$ cat src/rtl/uart_pkg.sv
// Shared UART definitions: FSM state encoding common to uart_tx/uart_rx and oversampling constants.
// Latency: n/a (types and constants only).
// Backpressure: n/a.
package uart_pkg;

    typedef enum logic [1:0] {
        IDLE  = 2'd0,
        START = 2'd1,
        DATA  = 2'd2,
        STOP  = 2'd3
    } uart_state_t;

    localparam int OVERSAMPLE = 16;
    localparam int MID_SAMPLE = 7;

endpackage

$ cat src/rtl/sync_2ff.sv
// Two-flop synchroniser for a single asynchronous input, reset to a chosen idle level.
// Latency: 2 clk.
// Backpressure: none, free-running.
module sync_2ff #(
    parameter logic RST_VAL = 1'b1
) (
    input  logic clk,
    input  logic reset,
    input  logic d,
    output logic q
);

    logic meta;

    always_ff @(posedge clk or posedge reset) begin
        if (reset) begin
            meta <= RST_VAL;
            q    <= RST_VAL;
        end else begin
            meta <= d;
            q    <= meta;
        end
    end

endmodule

$ cat src/rtl/uart_rx.sv
// 16x-oversampled UART receiver: start-bit glitch rejection, mid-bit sampling, LSB-first, stop check.
// Latency: rx_done_tick one clk after the final stop s_tick (plus 2 clk synchroniser on rx).
// Backpressure: none; downstream FIFO must accept every rx_done_tick.
module uart_rx
    import uart_pkg::*;
#(
    parameter int DBIT    = 8,
    parameter int SB_TICK = 16
) (
    input  logic            clk,
    input  logic            reset,
    input  logic            rx,
    input  logic            s_tick,
    output logic            rx_done_tick,
    output logic [DBIT-1:0] dout,
    output logic            frame_err
);

    localparam int SW = $clog2((SB_TICK > OVERSAMPLE) ? SB_TICK : OVERSAMPLE);
    localparam int NW = (DBIT > 1) ? $clog2(DBIT) : 1;

    localparam logic [SW-1:0] S_MID      = SW'(MID_SAMPLE);
    localparam logic [SW-1:0] S_BIT_END  = SW'(OVERSAMPLE - 1);
    localparam logic [SW-1:0] S_STOP_END = SW'(SB_TICK - 1);
    localparam logic [NW-1:0] N_LAST     = NW'(DBIT - 1);

    logic rx_s;

    sync_2ff #(.RST_VAL(1'b1)) u_rx_sync (
        .clk   (clk),
        .reset (reset),
        .d     (rx),
        .q     (rx_s)
    );

    uart_state_t     state_reg, state_next;
    logic [SW-1:0]   s_reg, s_next;
    logic [NW-1:0]   n_reg, n_next;
    logic [DBIT-1:0] b_reg, b_next;
    logic            done_next;

    always_ff @(posedge clk or posedge reset) begin
        if (reset) begin
            state_reg    <= IDLE;
            s_reg        <= '0;
            n_reg        <= '0;
            b_reg        <= '0;
            dout         <= '0;
            rx_done_tick <= 1'b0;
            frame_err    <= 1'b0;
        end else begin
            state_reg    <= state_next;
            s_reg        <= s_next;
            n_reg        <= n_next;
            b_reg        <= b_next;
            rx_done_tick <= done_next;
            if (done_next) begin
                dout      <= b_reg;
                frame_err <= ~rx_s;
            end
        end
    end

    always_comb begin
        state_next = state_reg;
        s_next     = s_reg;
        n_next     = n_reg;
        b_next     = b_reg;
        done_next  = 1'b0;
        case (state_reg)
            IDLE: begin
                if (!rx_s) begin
                    state_next = START;
                    s_next     = '0;
                end
            end
            START: begin
                if (s_tick) begin
                    if (s_reg == S_MID) begin
                        // Line back high by mid-start means a glitch, not a start bit.
                        if (!rx_s) begin
                            state_next = DATA;
                            s_next     = '0;
                            n_next     = '0;
                        end else begin
                            state_next = IDLE;
                        end
                    end else begin
                        s_next = s_reg + SW'(1);
                    end
                end
            end
            DATA: begin
                if (s_tick) begin
                    if (s_reg == S_BIT_END) begin
                        s_next = '0;
                        b_next = {rx_s, b_reg[DBIT-1:1]};
                        if (n_reg == N_LAST) begin
                            state_next = STOP;
                        end else begin
                            n_next = n_reg + NW'(1);
                        end
                    end else begin
                        s_next = s_reg + SW'(1);
                    end
                end
            end
            STOP: begin
                if (s_tick) begin
                    // Stop is judged at its last tick so idle can catch the next start at once.
                    if (s_reg == S_STOP_END) begin
                        state_next = IDLE;
                        s_next     = '0;
                        done_next  = 1'b1;
                    end else begin
                        s_next = s_reg + SW'(1);
                    end
                end
            end
            default: begin
                state_next = IDLE;
            end
        endcase
    end

endmodule

$ cat config.mk
export PLATFORM = sky130hd
export DESIGN_NAME = uart_rx
export DESIGN_NICKNAME = d
export VERILOG_FILES = /design/src/rtl/uart_pkg.sv /design/src/rtl/sync_2ff.sv /design/src/rtl/uart_rx.sv
export SDC_FILE = /design/constraint.sdc
export NUM_CORES = 1
export LEC_CHECK = 0
export CORE_ASPECT_RATIO = 1.4
export CORE_MARGIN = 5
export CORE_UTILIZATION = 58
export DETAILED_ROUTE_END_ITERATION = 8
export PLACE_DENSITY = 0.88
export SLEW_MARGIN = 20
export SYNTH_ARGS = -nofsm -noshare
export SYNTH_HDL_FRONTEND = slang
export SYNTH_SLANG_ARGS = --single-unit
export TNS_END_PERCENT = 5
$ cat constraint.sdc
create_clock -name clk -period 3.6 [get_ports clk]
set_input_delay 0.54 -clock clk [delete_from_list [all_inputs] [get_ports clk]]
set_output_delay 0.54 -clock clk [all_outputs]
set_load 0.05 [all_outputs]
==> flow_metrics.env <==
export IMPL_path_depth=4
export IMPL_drtPass1Iterations=4
export IMPL_routed_top_layer="met4"
export IMPL_maxCapViolations=0
export IMPL_peakVddDrop_uv=540
export IMPL_routedWlPerCell_um=16.5
export IMPL_wl_met1_um=976
export IMPL_min_period_ps=2150
export IMPL_max_stage_delay_ps=670
export IMPL_ys_types=29
export IMPL_max_freq_mhz=465
export IMPL_clock_skew_ps=1.86
export IMPL_core_um2=2130
export IMPL_clk_pin_slew_worst_paths_ps=80
export IMPL_cp_max_fo=11
export IMPL_row_count=20
export IMPL_setup_viol=0
export IMPL_synth_area_um2=1260
export IMPL_layout_common_cells="27 x dfrtp_1, 16 x mux2_2, 13 x clkdlybuf4s50_1"
export IMPL_synth_nets=108
export IMPL_hold_path_depth=0
export IMPL_clock_sinks=29
export IMPL_dp_hpwl_um=1680
export IMPL_final_antenna_net_count=0
export IMPL_cts_resized=0
export IMPL_ys_seq_area_frac=0.576
export IMPL_finalHoldViolCount=0
export IMPL_netlist_instances=101
export IMPL_critPathArrivalTime_ps=2370
export IMPL_ios=14
export IMPL_required_ps=3820
export IMPL_start_util=0.595
export IMPL_worstSetupEndpointType="flip-flop"
export IMPL_drt_iter0_drc=33
export IMPL_die_x_um=49.5
export IMPL_tightest_slew_ps=817
export IMPL_gp_congestion=0.701
export IMPL_cp_cell_sequence="clkdlybuf4s50_1 -> nand3_2 -> nor2_1 -> mux2_2"
export IMPL_slew_viol_final=0
export IMPL_synthFlopType="dfrtp_1"
export IMPL_overflow=0
export IMPL_crit_path_start_kind="input pin"
export IMPL_die_area_um2=3230
export IMPL_hold_buffers=0
export IMPL_critPathBufInv=1
export IMPL_synth_edf_count=0
export IMPL_insertion_delay_ps=330
export IMPL_synthArstFlopShare=1.00
export IMPL_portBuffers=13
export IMPL_path_delay_family="simple AND/OR/NAND/NOR gates"
export IMPL_dpl_cell_area_um2=1400
export IMPL_powerDensity_nw_per_um2=587
export IMPL_hold_slack_ps=365
export IMPL_hold_class="reg -> reg"
export IMPL_final_area_um2=1490
export IMPL_cts_tree="built"
export IMPL_final_common_cell="dfrtp_1"
export IMPL_leakagePower_nw=0.703
export IMPL_postCtsSetupRepairBufs=0
export IMPL_cp_slowest_cell="nor2_1"
export IMPL_rsz0062_at_grt="false"
export IMPL_critical_path_class="in -> reg"
export IMPL_wirelength_um=2310
export IMPL_nets=124
export IMPL_fin_ws_ps=1450
export IMPL_cts_made_buffers=5
export IMPL_track_usage=0.171
export IMPL_synth_seq_cells=29
export IMPL_cts_max_level=2
export IMPL_r2r_cells=4
export IMPL_setup_tns_ps=0
export IMPL_grt_pass1_vias=928
export IMPL_fin_crit_sh=0.598
export IMPL_die_height_um=65.3
export IMPL_grt_max_degree=30
export IMPL_yosys_warnings=0
export IMPL_syn2layout_area_growth_pct=17.6
export IMPL_outcome="complete, no violations"
export IMPL_avgSynthCellArea_um2=12.5
export IMPL_antenna_found_initial=0
export IMPL_route_met2_wl_um=1210
export IMPL_dp_slack_ps=1100
export IMPL_drive_above_1_share=0.254
export IMPL_cts_buffer_depth=2
export IMPL_avgViaCountPerCell=6.01
export IMPL_maxSlewHeadroom=0.453
export IMPL_num_vias=841
export IMPL_n_antenna_cell=0
export IMPL_met3_length_um=94
export IMPL_drc_errors=0
export IMPL_ctsRootBufferMaster="clkbuf_4"
export IMPL_grt_pass1_wl_um=4170
[report_power, final]
group / internal [mW] / switching (mW) / total (mW)
Clock: 0.166 / 0.110 / 0.275
Combinational: 0.0710 / 0.0940 / 0.165
Sequential: 0.364 / 0.0684 / 0.433
[routing by layer]
layer  track usage  vias to the layer above
met5             0                        -
met4        0.0885                        0
met3        0.0680                        3
met2         0.263                       19
met1         0.207                      424
li1              -                      395
[worst paths after layout]
| check | startpoint | endpoint | slack [ps] |
|---|---|---|---|
| hold reg to reg | u_rx_sync.meta | u_rx_sync.q | 370 |
| setup reg to reg | s_reg[0] | dout[7] | 1510 |
| hold / removal | u_rx_sync.meta | u_rx_sync.q | 370 |
| setup / recovery | s_tick | dout[7] | 1450 |
| min in group asynchronous | reset | s_reg[3] | 580 |
| max in group asynchronous | reset | rx_done_tick | 2640 |
[final cells by class]
type | count | area (um^2)
fillers | 139 | 639
flip-flops and latches | 29 | 728
clock inverters | 1 | 30.0
repair buffers | 13 | 130
well taps | 22 | 27.5
inverters | 4 | 15.0
multi-input cells | 64 | 502
clock buffers | 7 | 55.1
[cells in the mapped netlist, types with 2 or more instances]
cell type | count | area share
a31oi_1 | 3 | 0.015
dfrtp_1 | 27 | 0.53
ha_1 | 3 | 0.030
dfstp_2 | 2 | 0.042
mux2_2 | 16 | 0.14
a21oi_1 | 4 | 0.016
nand2_1 | 6 | 0.018
inv_1 | 4 | 0.012
nor3_1 | 4 | 0.016
nor2_1 | 6 | 0.018
buf_2 | 4 | 0.016
o21ai_0 | 3 | 0.012
nand3_1 | 2 | 0.0079
a22o_1 | 2 | 0.014
[metrics by stage]
stage	total power, mW	util	cells
floorplan	0.560	-	101
global placement	0.582	0.659	132
detailed placement	0.602	0.659	132
CTS	0.883	0.699	140
global route	0.927	0.699	140
finish	0.873	0.699	140
[cells by family (layout without fill, tap and decap cells)]
family	count (synthesis)	in the layout	synth area share
buffers and inverters	8	25	0.0277
AO/OA/AOI/OAI	17	17	0.0890
multiplexers	17	17	0.151
adder cells (fa/ha/maj)	3	3	0.0297
AND/OR/NAND/NOR	27	27	0.127
flip-flops	29	29	0.576
(Power assumes the default switching activity.)
